**src/rtl/hamming_pkg.sv**
```systemverilog
// Shared Hamming(12,8) definitions: widths, codeword bit positions and a
// reference encoder used to cross-check the external encoder.
package hamming_pkg;

  localparam int HC_DATA_W = 8;
  localparam int HC_CW_W   = 12;

  // Codeword layout, bit 11..0: d7 d6 d5 d4 p3 d3 d2 d1 p2 d0 p1 p0
  localparam int P0_POS = 0;
  localparam int P1_POS = 1;
  localparam int D0_POS = 2;
  localparam int P2_POS = 3;
  localparam int D1_POS = 4;
  localparam int D2_POS = 5;
  localparam int D3_POS = 6;
  localparam int P3_POS = 7;
  localparam int D4_POS = 8;
  localparam int D5_POS = 9;
  localparam int D6_POS = 10;
  localparam int D7_POS = 11;

  function automatic logic [HC_CW_W-1:0] hc_encode(input logic [HC_DATA_W-1:0] d);
    logic [HC_CW_W-1:0] cw;
    cw         = '0;
    cw[D0_POS] = d[0];
    cw[D1_POS] = d[1];
    cw[D2_POS] = d[2];
    cw[D3_POS] = d[3];
    cw[D4_POS] = d[4];
    cw[D5_POS] = d[5];
    cw[D6_POS] = d[6];
    cw[D7_POS] = d[7];
    cw[P0_POS] = d[6] ^ d[4] ^ d[3] ^ d[1] ^ d[0];
    cw[P1_POS] = d[6] ^ d[5] ^ d[3] ^ d[2] ^ d[0];
    cw[P2_POS] = d[7] ^ d[3] ^ d[2] ^ d[1];
    cw[P3_POS] = d[7] ^ d[6] ^ d[5] ^ d[4];
    return cw;
  endfunction

endpackage

```
**src/rtl/rr_arbiter.sv**
```systemverilog
// Round-robin arbiter: searches upward from i_ptr with wrap and returns a
// one-hot grant plus the granted index.
module rr_arbiter #(
  parameter int NUM_REQ = 2,
  parameter int IDX_W   = 1
) (
  input  logic [NUM_REQ-1:0] i_req,
  input  logic [IDX_W-1:0]   i_ptr,
  output logic [NUM_REQ-1:0] o_grant,
  output logic [IDX_W-1:0]   o_idx,
  output logic               o_valid
);

  logic [IDX_W:0]   w_sum;
  logic [IDX_W-1:0] w_idx;

  always_comb begin
    o_grant = '0;
    o_idx   = '0;
    o_valid = 1'b0;
    w_sum   = '0;
    w_idx   = '0;
    for (int i = 0; i < NUM_REQ; i++) begin
      // One extra bit so ptr+i cannot overflow before the wrap subtract
      w_sum = {1'b0, i_ptr} + (IDX_W+1)'(i);
      if (w_sum >= (IDX_W+1)'(NUM_REQ)) w_sum = w_sum - (IDX_W+1)'(NUM_REQ);
      w_idx = w_sum[IDX_W-1:0];
      if (!o_valid && i_req[w_idx]) begin
        o_valid        = 1'b1;
        o_grant[w_idx] = 1'b1;
        o_idx          = w_idx;
      end
    end
  end

endmodule

```
**src/rtl/hamming_tx_sched.sv**
```systemverilog
// Shares one single-cycle Hamming(12,8) encoder between NUM_REQ byte sources
// and queues tagged codewords for the serializer. Optional HAMMING_TX_SCHED_CHK_EN.
module hamming_tx_sched
  import hamming_pkg::*;
#(
  parameter int NUM_REQ    = 2,
  parameter int FIFO_DEPTH = 4,
  parameter int SRC_W      = (NUM_REQ > 1) ? $clog2(NUM_REQ) : 1
) (
  input  logic                   clk,
  input  logic                   rst,
  input  logic [NUM_REQ-1:0]     req_valid,
  input  logic [NUM_REQ*8-1:0]   req_data,
  output logic [NUM_REQ-1:0]     req_ready,
  output logic                   enc_wren,
  output logic [HC_DATA_W-1:0]   enc_data,
  input  logic [HC_CW_W-1:0]     enc_hc,
  output logic                   cw_valid,
  output logic [HC_CW_W-1:0]     cw_data,
  output logic [SRC_W-1:0]       cw_src,
  input  logic                   cw_ready,
  output logic                   busy,
  output logic                   enc_err
);

  localparam int AW    = $clog2(FIFO_DEPTH);
  localparam int CNT_W = AW + 1;

  // Handshakes: a transfer happens in any cycle where valid and ready are both
  // high at the rising edge; ready never depends on the same line's valid
  // except through arbitration, and valid is never withdrawn by this block.

  logic                 r_inflight;
  logic [SRC_W-1:0]     r_tag;
  logic [SRC_W-1:0]     r_rr_ptr;
  logic [CNT_W-1:0]     r_count;
  logic [AW-1:0]        r_wr_ptr;
  logic [AW-1:0]        r_rd_ptr;
  logic [HC_CW_W-1:0]   r_mem_cw  [FIFO_DEPTH];
  logic [SRC_W-1:0]     r_mem_src [FIFO_DEPTH];

  logic [CNT_W-1:0]     w_occ;
  logic                 w_credit;
  logic [NUM_REQ-1:0]   w_req_masked;
  logic [NUM_REQ-1:0]   w_grant;
  logic [SRC_W-1:0]     w_gidx;
  logic                 w_fire;
  logic                 w_push;
  logic                 w_pop;
  logic [HC_DATA_W-1:0] w_enc_data;

  // Credit uses registered occupancy only, so a same-cycle pop frees nothing
  assign w_occ        = r_count + CNT_W'(r_inflight);
  assign w_credit     = !rst && (w_occ < CNT_W'(FIFO_DEPTH));
  assign w_req_masked = w_credit ? req_valid : '0;

  rr_arbiter #(
    .NUM_REQ (NUM_REQ),
    .IDX_W   (SRC_W)
  ) u_arb (
    .i_req   (w_req_masked),
    .i_ptr   (r_rr_ptr),
    .o_grant (w_grant),
    .o_idx   (w_gidx),
    .o_valid (w_fire)
  );

  always_comb begin
    w_enc_data = '0;
    for (int i = 0; i < NUM_REQ; i++) begin
      if (w_grant[i]) w_enc_data = req_data[i*8 +: 8];
    end
  end

  assign req_ready = w_grant;
  assign enc_wren  = w_fire;
  assign enc_data  = w_enc_data;

  assign w_push   = r_inflight && !rst;
  assign cw_valid = !rst && (r_count != '0);
  assign w_pop    = cw_valid && cw_ready;
  assign cw_data  = r_mem_cw[r_rd_ptr];
  assign cw_src   = r_mem_src[r_rd_ptr];
  assign busy     = !rst && (r_inflight || (r_count != '0));

  always_ff @(posedge clk) begin
    if (rst) begin
      r_inflight <= 1'b0;
      r_tag      <= '0;
      r_rr_ptr   <= '0;
      r_count    <= '0;
      r_wr_ptr   <= '0;
      r_rd_ptr   <= '0;
    end else begin
      r_inflight <= w_fire;
      if (w_fire) begin
        r_tag    <= w_gidx;
        r_rr_ptr <= (w_gidx == SRC_W'(NUM_REQ-1)) ? '0 : w_gidx + SRC_W'(1);
      end
      if (w_push) r_wr_ptr <= r_wr_ptr + AW'(1);
      if (w_pop)  r_rd_ptr <= r_rd_ptr + AW'(1);
      unique case ({w_push, w_pop})
        2'b10:   r_count <= r_count + CNT_W'(1);
        2'b01:   r_count <= r_count - CNT_W'(1);
        default: r_count <= r_count;
      endcase
    end
  end

  always_ff @(posedge clk) begin
    if (w_push) begin
      r_mem_cw[r_wr_ptr]  <= enc_hc;
      r_mem_src[r_wr_ptr] <= r_tag;
    end
  end

`ifdef HAMMING_TX_SCHED_CHK_EN
  logic [HC_DATA_W-1:0] r_byte;
  logic                 r_enc_err;

  // Recompute the codeword for the byte in flight; the result is still queued
  always_ff @(posedge clk) begin
    if (rst) begin
      r_enc_err <= 1'b0;
    end else begin
      if (w_fire) r_byte <= w_enc_data;
      if (r_inflight && (enc_hc != hc_encode(r_byte))) r_enc_err <= 1'b1;
    end
  end

  assign enc_err = r_enc_err;
`else
  assign enc_err = 1'b0;
`endif

endmodule

```
**config.mk**
```make
export PLATFORM = sky130hd
export DESIGN_NAME = hamming_tx_sched
export DESIGN_NICKNAME = d
export VERILOG_FILES = /design/src/rtl/hamming_pkg.sv /design/src/rtl/rr_arbiter.sv /design/src/rtl/hamming_tx_sched.sv
export SDC_FILE = /design/constraint.sdc
export NUM_CORES = 1
export LEC_CHECK = 0
export CORE_MARGIN = 4
export CORE_UTILIZATION = 54
export DETAILED_ROUTE_END_ITERATION = 16
export GPL_TIMING_DRIVEN = 0
export HOLD_SLACK_MARGIN = 0.08
export MAX_ROUTING_LAYER = met4
export PLACE_DENSITY = 0.84
export SETUP_SLACK_MARGIN = 0.2
export SYNTH_ARGS = -nofsm -noshare
export SYNTH_HDL_FRONTEND = slang
export SYNTH_SLANG_ARGS = --single-unit
export TNS_END_PERCENT = 1
```
**constraint.sdc**
```tcl
create_clock -name clk -period 4.75 [get_ports clk]
set_clock_uncertainty 0.05 [all_clocks]
set_input_delay 1.1875 -clock clk [delete_from_list [all_inputs] [get_ports clk]]
set_output_delay 1.1875 -clock clk [all_outputs]
set_load 0.05 [all_outputs]
```
==> qor.csv, run 1 <==
metric;value;unit
status;finished clean;
die_h;78.8;um
synthCells;161;
synth_area;2710;um2
r2r_start;r_count[2]$_SDFFE_PP0P_;
clk_latency;330;ps
htree_num_levels;3;
maxSlewHeadroom;0.534;
drive_above_1_share;0.171;
postCtsSetupBuffers;0;
drt_iter0_drc;109;
cp-start-kind;primary input;
grt_start_max_net_pins;14;
crit_path_max_fanout;10;
dr.pass1.iters;4;
cts_buffers;9;
totalWireLength;5140;um
gp_congestion;0.696;
fin_crit_sh;0.951;
ios;60;
syn-num-nets;200;
numPlacedInstances;285;
drcViolationCount;0;
final_cell_area;3550;um2
pre_cts_ws;-76.1;ps
yosysMostFrequentCell;edfxtp_1;
crit_path_start;req_valid[0];
synth-edff-count;52;
clkSlewWorstSetupHoldPaths;70;ps
max-vdd-ir-drop;0.212;mV
grt_first_pass_wirelength;8360;um
wl_per_cell;17.1;um
core_area;4790;um2
placed_cell_area;3360;um2
crit_type;in -> out;
routed_via_density;5.18;
dp_hpwl;3440;um
hp-start;r_rr_ptr$_SDFFE_PP0P_;
ant_nets;0;
vias;1560;
max_stage_delay;580;ps
num-nets-final;268;
fin_cells;301;
async_flop_share;0;
finalHoldViolations;0;
power_density;375;nW/um2
fmax;221;MHz
cp-end-kind;primary output;
holdWs;434;ps
avgSynthCellArea;16.8;um2
path_cells;clkdlybuf4s50_1 > or3b_4 > mux2i_4 > nand2_1 > o2bb2ai_1 > dlygate4sd2_1;
cp_data_arrival_time;3280;ps
path_delay_family;buffers and inverters;
synth.area.top_cells;edfxtp_1 58%, mux4_2 11%, dfxtp_1 8.9%, o2bb2ai_1 2.6%, ha_1 2.3%;
drv_slew;0;
hold_path_class;reg -> reg;
leakagePower;1.21;nW
r2r_slack;2540;ps
synth_cell_types;34;
slowest_stage;clkdlybuf4s50_1;
antenna_found_initial;0;
crit_buf_inv;2;
io_buffers;57;
grt_pass1_vias;1603;
clockRootBuffer;clkbuf_8;
synth_seq_cells;64;
worstMarginPinSlew;698;ps
initial_core_util;0.565;
drv_cap;0;
ys.flop_type;edfxtp_1;
area_growth;31.2;%
timing.final.ws_setup;231;ps
synth_warnings;0;
ys_seq_area_frac;0.666;
antenna_cells;0;
die_area;6210;um2
finalCriticalPeriod;4520;ps
synth_top_area_share;0.577;
worst_ep_required_time;3510;ps
clk_path_buf_depth;2;
cts_tree;built;
cts_sinks;64;
yosys-top-cells-count;52 x edfxtp_1, 13 x mux4_2, 12 x dfxtp_1, 11 x nand2_1;
std_cell_rows;25;
die_x;78.8;um
synth_top_area_cell;edfxtp_1;
finalSetupViolCount;0;
rsz0062_at_grt;true;
fin_util;0.741;
grtUsageTotal;0.191;
grt_overflow;0;
[layout make-up]
class	instances	area, um2
fillers	316	1240
flip-flops and latches	64	1800
repair buffers	57	561
well taps	67	83.8
clock inverters	3	40.0
inverters	7	26.3
clock buffers	13	159
multi-input cells	83	827
plain buffers	7	50.0
[cells by family after synthesis]
kind of cell	share of synthesized area
buf+inv	0.0282
fa+ha+maj	0.0305
other cells	0.00139
xor+xnor	0.0162
flops	0.666
simple gates	0.0772
mux	0.132
compound gates	0.0481
[sequential cells by signal, indices dropped and copies added, names as in the netlist, named ones only]
name        cells
r_count         3
r_inflight      1
r_mem_cw       48
r_mem_src       4
r_rd_ptr        2
r_rr_ptr        1
r_tag           1
r_wr_ptr        2
[metal layers]
metal	wire length, um	vias to the layer above	GRT usage
met4	67	0	0.0594
li1	-	748	-
met3	237	8	0.0703
met5	0	-	-
met2	2720	36	0.309
met1	2110	768	0.223
[layout by cell type (no fill, tap or decap), drive strengths merged]
cell type,synthesis,final
conb,1,1
buf,5,5
nor2,9,9
dlygate4sd2,0,4
and3,1,1
bufinv,0,1
nand2,11,11
nand3b,1,1
mux2i,4,4
clkbuf,2,16
or2b,1,1
edfxtp,52,52
o21ai,4,4
clkdlybuf4s50,0,49
clkdlybuf4s15,0,3
xor2,3,3
mux4,13,13
o2bb2ai,8,8
and2,4,4
or3,1,1
inv,7,7
and3b,1,1
clkinv,0,2
fa,1,1
nor3b,2,2
xnor2,2,2
dfxtp,12,12
o32ai,1,1
a21oi,4,4
nand2b,1,1
or3b,1,1
nor2b,2,2
nor3,2,2
ha,5,5
[where the power goes]
part | total, mW | internal, mW | switching [mW]
clock | 0.459 | 0.270 | 0.189
combinational | 0.230 | 0.0931 | 0.137
sequential | 0.642 | 0.630 | 0.0123
total | 1.33 | 0.993 | 0.339
[through the flow]
step / TNS [ps] / power [mW]
after global placement: -160 / 0.884
after detailed placement: -467 / 0.888
after global routing: 0 / 1.39
after floorplan: 0 / 0.802
after CTS: 0 / 1.34
final: 0 / 1.33
[final timing paths]
kind / end / cells after the start
max: enc_data[1] / 6
min: r_rr_ptr$_SDFFE_PP0P_ / 2
max reg2reg: r_count[2]$_SDFFE_PP0P_ / 9
min reg2reg: r_rr_ptr$_SDFFE_PP0P_ / 2
[worst min-delay path: cells and delay by family (launching register included)]
| kind | cells | cell delay (ps) |
|---|---|---|
| flops | 1 | 320 |
| simple gates | 1 | 60 |
| compound gates | 1 | 60 |
[what timing repair did]
| action | CTS | global route |
|---|---|---|
| cloned | 0 | 0 |
| resized for setup | 10 | 3 |
| endpoints found under the hold margin | 0 | 0 |
| setup endpoints to repair | 8 | 8 |
| hold buffers | 0 | 0 |
(Power assumes the default switching activity.)
==> inputs of run 2 (changes only) <==
CORE_ASPECT_RATIO = 1.75   (was unset)
CORE_UTILIZATION = 53   (was 54)
PLACE_DENSITY = 0.83   (was 0.84)
SYNTH_HIERARCHICAL = 1   (was unset)
==> run 2 against run 1 <==
Compared with the run above: global-route usage fell by 1.4 points; critical path depth rose by 2; cell count fell by 8.0%; core utilization fell by 1.4 points; routed wire length fell by 6.3%; via count fell by 2.8%; combinational power fell by 17%; die area fell by 1.3%; hold slack improved by 25 ps; sequential share of layout area rose by 1.8 points; largest cell class unchanged; highest routed layer unchanged.
==> qor.csv, run 2 <==
metric;value;unit
status;finished clean;
async_flop_share;0;
cp-start-kind;primary input;
std_cell_rows;33;
area_growth;32.0;%
grt_first_pass_wirelength;7510;um
clk_latency;320;ps
grtUsageTotal;0.177;
crit_type;in -> out;
fmax;232;MHz
cts_sinks;64;
finalCriticalPeriod;4320;ps
drive_above_1_share;0.169;
htree_num_levels;3;
synth_warnings;6;
ios;60;
power_density;358;nW/um2
postCtsSetupBuffers;0;
cts_tree;built;
cp_data_arrival_time;3080;ps
ys_seq_area_frac;0.694;
cp-end-kind;primary output;
max-vdd-ir-drop;0.264;mV
ys.flop_type;edfxtp_1;
worst_ep_required_time;3510;ps
drv_slew;0;
timing.final.ws_setup;431;ps
multi_input_area;744;um2
gp_congestion;0.775;
finalHoldViolations;0;
synth_top_area_share;0.602;
die_x;60.9;um
core_area;4710;um2
cts_hold_buf;0;
cts_buffers;9;
wl_met3;226;um
finalSetupViolCount;0;
routed_via_density;5.47;
finalPower;1.23;mW
synth_area;2590;um2
synth.area.top_cells;edfxtp_1 60%, dfxtp_1 9.3%, mux4_2 8.7%, mux4_1 3.0%, ha_1 2.4%;
dp_hpwl;3590;um
io_buffers;58;
drt_iter0_drc;40;
maxSlewHeadroom;0.554;
yosys-top-cells-count;52 x edfxtp_1, 12 x dfxtp_1, 10 x mux4_2, 10 x nor2_1;
rsz0062_at_grt;false;
die_area;6120;um2
yosysMostFrequentCell;edfxtp_1;
grt_overflow;0;
die_h;101;um
synth_top_area_cell;edfxtp_1;
clk_path_buf_depth;2;
fin_crit_sh;0.909;
totalWireLength;4810;um
leakagePower;1.18;nW
antenna_cells;0;
num-nets-final;259;
fin_util;0.728;
synth_cell_types;30;
initial_core_util;0.551;
avgSynthCellArea;17.2;um2
regArea;1800;um2
wl_met2;2840;um
synth_seq_cells;64;
grt_pass1_vias;1650;
largest_reg_flops;48;
synth-edff-count;52;
grt_start_max_net_pins;14;
dr.max_layer_used;met4;
pre_cts_ws;-610;ps
hold_path_class;reg -> reg;
ant_nets;0;
syn-num-nets;190;
crit_path_max_fanout;10;
largest-register;r_mem_cw;
drcViolationCount;0;
fill_cells;306;
synthCells;151;
final_cell_mix;52 x edfxtp_1, 49 x clkdlybuf4s50_1, 12 x dfxtp_1, 12 x clkbuf_8;
wl_per_cell;17.4;um
dr.pass1.iters;4;
clockRootBuffer;clkbuf_8;
antenna_found_initial;0;
worstMarginPinSlew;669;ps
final_common_cell;edfxtp_1;
clkSlewWorstSetupHoldPaths;60;ps
vias;1516;
top_regs;r_mem_cw (48), r_mem_src (4), r_count (3);
drv_cap;0;
met1_length;1640;um
run 2: cell types whose count changed in the layout (fill, tap and decap cells not counted), moves of 2 or more:
cell / change
clkbuf_4: +8
mux2i_4: -2
dlygate4sd2_1: -4
clkinv_2: -2
mux4_1: +3
clkdlybuf4s15_1: -2
mux4_2: -3
a22o_1: +7
nor2_1: +2
nand2_1: -8
o2bb2ai_1: -8
run 2: power by group:
part | leakage, nW | switching [mW] | internal, mW
combinational | 0.525 | 0.110 | 0.0799
sequential | 0.565 | 0.00899 | 0.618
clock | 0.0914 | 0.178 | 0.231
total | 1.18 | 0.296 | 0.929
run 2: layout make-up:
class	instances	share of cell area
Tap cell	52	0.0190
Clock buffer	15	0.0515
Clock inverter	1	0.00110
Multi-Input combinational cell	74	0.217
Inverter	7	0.00767
Buffer	6	0.0121
Sequential cell	64	0.526
Timing Repair Buffer	58	0.165
run 2: metal layers:
metal / vias up / GRT usage
met2: 47 / 0.320
met5: - / -
met4: 0 / 0.0818
met1: 741 / 0.164
li1: 716 / -
met3: 12 / 0.0449
run 2: cells by family after synthesis:
group	Yosys count	share of synthesized area
flip-flops	64	0.694
multiplexers	15	0.125
XOR/XNOR	5	0.0169
AO/OA/AOI/OAI	19	0.0516
adder cells (fa/ha/maj)	6	0.0318
AND/OR/NAND/NOR	28	0.0550
buffers and inverters	13	0.0241
other	1	0.00145
run 2: metrics by stage:
| stage | hold WS (ps) | std cells | setup TNS (ps) | cell area (um2) |
|---|---|---|---|---|
| after floorplan | 409 | 151 | 0 | 2600 |
| after global routing | 498 | 277 | 0 | 3420 |
| after CTS | 475 | 277 | 0 | 3440 |
| after detailed placement | 465 | 261 | -4280 | 3240 |
| after global placement | 436 | 261 | -3250 | 3240 |
| final | 459 | 277 | 0 | 3420 |
run 2: path summary, 6_finish.rpt:
check | startpoint | endpoint | slack (ps) | cells after the start
min reg2reg | r_rd_ptr[1]$_SDFFE_PP0P_ | r_rd_ptr[1]$_SDFFE_PP0P_ | 460 | 2
max | req_valid[1] | enc_data[4] | 430 | 8
min | r_rd_ptr[1]$_SDFFE_PP0P_ | r_rd_ptr[1]$_SDFFE_PP0P_ | 460 | 2
max reg2reg | r_count[0]$_SDFFE_PP0P_ | r_count[2]$_SDFFE_PP0P_ | 2610 | 9
run 2: critical path: stages:
cell             delay (ps)
clkdlybuf4s50_1         440
nor3b_2                 270
a21boi_1                260
buf_2                   250
nor2b_1                  70
clkbuf_2                160
a22o_1                  210
clkbuf_4                220
run 2: timing repair:
item	CTS	global route
pin swaps	0	0
endpoints found under the setup margin	11	11
resized for setup	29	22
==> inputs of run 3 (changes only) <==
CORE_UTILIZATION = 49   (was 53)
PLACE_DENSITY = 0.77   (was 0.83)
clock period = 4.6 ns   (was 4.75 ns; I/O delays follow)
==> run 3 against run 2 <==
Compared with the run above: critical path type unchanged; sequential share of layout area up 0.43 points; design area down 0.80%; sequential power up 3.2%; die area up 7.3%; clock-buffer cell count down 6; global-route usage down 0.68 points; flip-flop and latch count unchanged; combinational power about the same.
==> qor.csv, run 3 (same netlist as run 2, synthesis figures left out) <==
metric;value;unit
worst_ep_required_time;3400;ps
clk_latency;310;ps
finalCriticalPeriod;4410;ps
grtUsageTotal;0.170;
leakagePower;1.19;nW
std_cell_rows;34;
final_cell_area;3400;um2
largest-register;r_mem_cw;
antenna_found_initial;0;
clkSlewWorstSetupHoldPaths;60;ps
grt_first_pass_wirelength;8180;um
fin_cells;279;
crit_buf_inv;4;
fmax;227;MHz
finalSetupViolCount;0;
vias;1502;
drive_above_1_share;0.191;
io_buffers;58;
tns;0;ps
path_common_cell;buf_2;
gp_congestion;0.762;
die_area;6570;um2
path_cells;clkdlybuf4s50_1 > buf_2 > nor3b_4 > a21boi_2 > nor2b_1 > clkbuf_2 > a22o_1 > buf_2;
dr.pass1.iters;4;
cp-end-kind;primary output;
finalHoldViolations;0;
drv_cap;0;
path_delay_family;buffers and inverters;
ios;60;
top_regs;r_mem_cw (48), r_mem_src (4), r_count (3);
initial_core_util;0.513;
core_area;5060;um2
hold_path_class;reg -> reg;
cts_sinks;64;
max_stage_delay;540;ps
drcViolationCount;0;
grt_pass1_vias;1691;
worstMarginPinSlew;693;ps
die_x;63.0;um
ant_nets;0;
wl_per_cell;18.1;um
clk_path_buf_depth;2;
numPlacedInstances;263;
slowest_stage;clkdlybuf4s50_1;
max-vdd-ir-drop;0.233;mV
dp_hpwl;3870;um
placed_cell_area;3250;um2
die_h;104;um
crit_type;in -> out;
holdWs;446;ps
rsz0062_at_grt;true;
htree_num_levels;3;
cp_data_arrival_time;3210;ps
cts_buffers;9;
final_common_cell;edfxtp_1;
power_density;361;nW/um2
antenna_cells;0;
largest_reg_flops;48;
fill_cells;356;
cp-start-kind;primary input;
drt_iter0_drc;30;
grt_overflow;0;
final_cell_mix;52 x edfxtp_1, 48 x clkdlybuf4s50_1, 12 x dfxtp_1;
fin_crit_sh;0.959;
clockRootBuffer;clkbuf_8;
cts_tree;built;
grt_start_max_net_pins;14;
crit_path_max_fanout;10;
status;finished clean;
totalWireLength;5060;um
num-nets-final;259;
routed_via_density;5.38;
drv_slew;0;
maxSlewHeadroom;0.538;
area_growth;30.9;%
[run 3: cell count changes in the layout (fill, tap and decap cells not counted), sizes merged]
cell	previous run	this run
clkdlybuf4s50	49	48
dlygate4sd2	0	2
clkbuf	24	10
buf	4	12
clkinv	1	7
clkdlybuf4s15	1	0
[run 3: report_power, final]
part | switching (mW) | internal, mW | leakage (nW)
logic | 0.113 | 0.0801 | 0.535
registers | 0.00877 | 0.638 | 0.565
clock network | 0.197 | 0.190 | 0.0923
[run 3: final cells by class]
cell class	count	area (um2)	share of cell area
plain buffers	6	38.8	0.0114
clock buffers	9	124	0.0365
clock inverters	7	38.8	0.0114
inverters	7	26.3	0.00773
multi-input cells	74	754	0.222
flip-flops and latches	64	1800	0.530
well taps	54	67.6	0.0199
repair buffers	58	546	0.161
[run 3: path summary, 6_finish.rpt]
path                            startpoint                      end  slack [ps]  cells past startpoint
hold / removal    r_rd_ptr[1]$_SDFFE_PP0P_                flip-flop         450                      2
setup / recovery                       rst              enc_data[4]         190                      8
hold reg to reg   r_rd_ptr[1]$_SDFFE_PP0P_                flip-flop         450                      2
setup reg to reg   r_count[0]$_SDFFE_PP0P_  r_count[2]$_SDFFE_PP0P_        2440                      9
[run 3: repair_timing]
item	CTS	global route
buffers inserted	0	0
gates resized for setup	40	4
hold buffers	0	0
setup endpoints to repair	11	10
[run 3: worst reg2reg max path, stage by stage, from the launching register on]
cell	delay, ps
dfxtp_1	420
nor3_1	120
nor2_1	120
and2_1	140
ha_1	170
inv_1	60
fa_1	370
xor2_1	160
or3_1	300
a21oi_1	170
[run 3: per-stage QoR]
stage          setup WS (ps)  utilization  total power, mW
5_1_grt                 55.6        0.671             1.28
3_3_place_gp            -565        0.642            0.851
4_1_cts                 54.3        0.670             1.24
6_report                 188        0.671             1.23
2_1_floorplan            241            -            0.778
3_5_place_dp            -705        0.642            0.858
[run 3: metal layers]
layer,vias up,GRT usage,routed length (um)
met1,731,0.165,1830
li1,719,-,-
met5,-,-,0
met4,0,0.0727,82
met3,9,0.0400,172
met2,43,0.312,2980
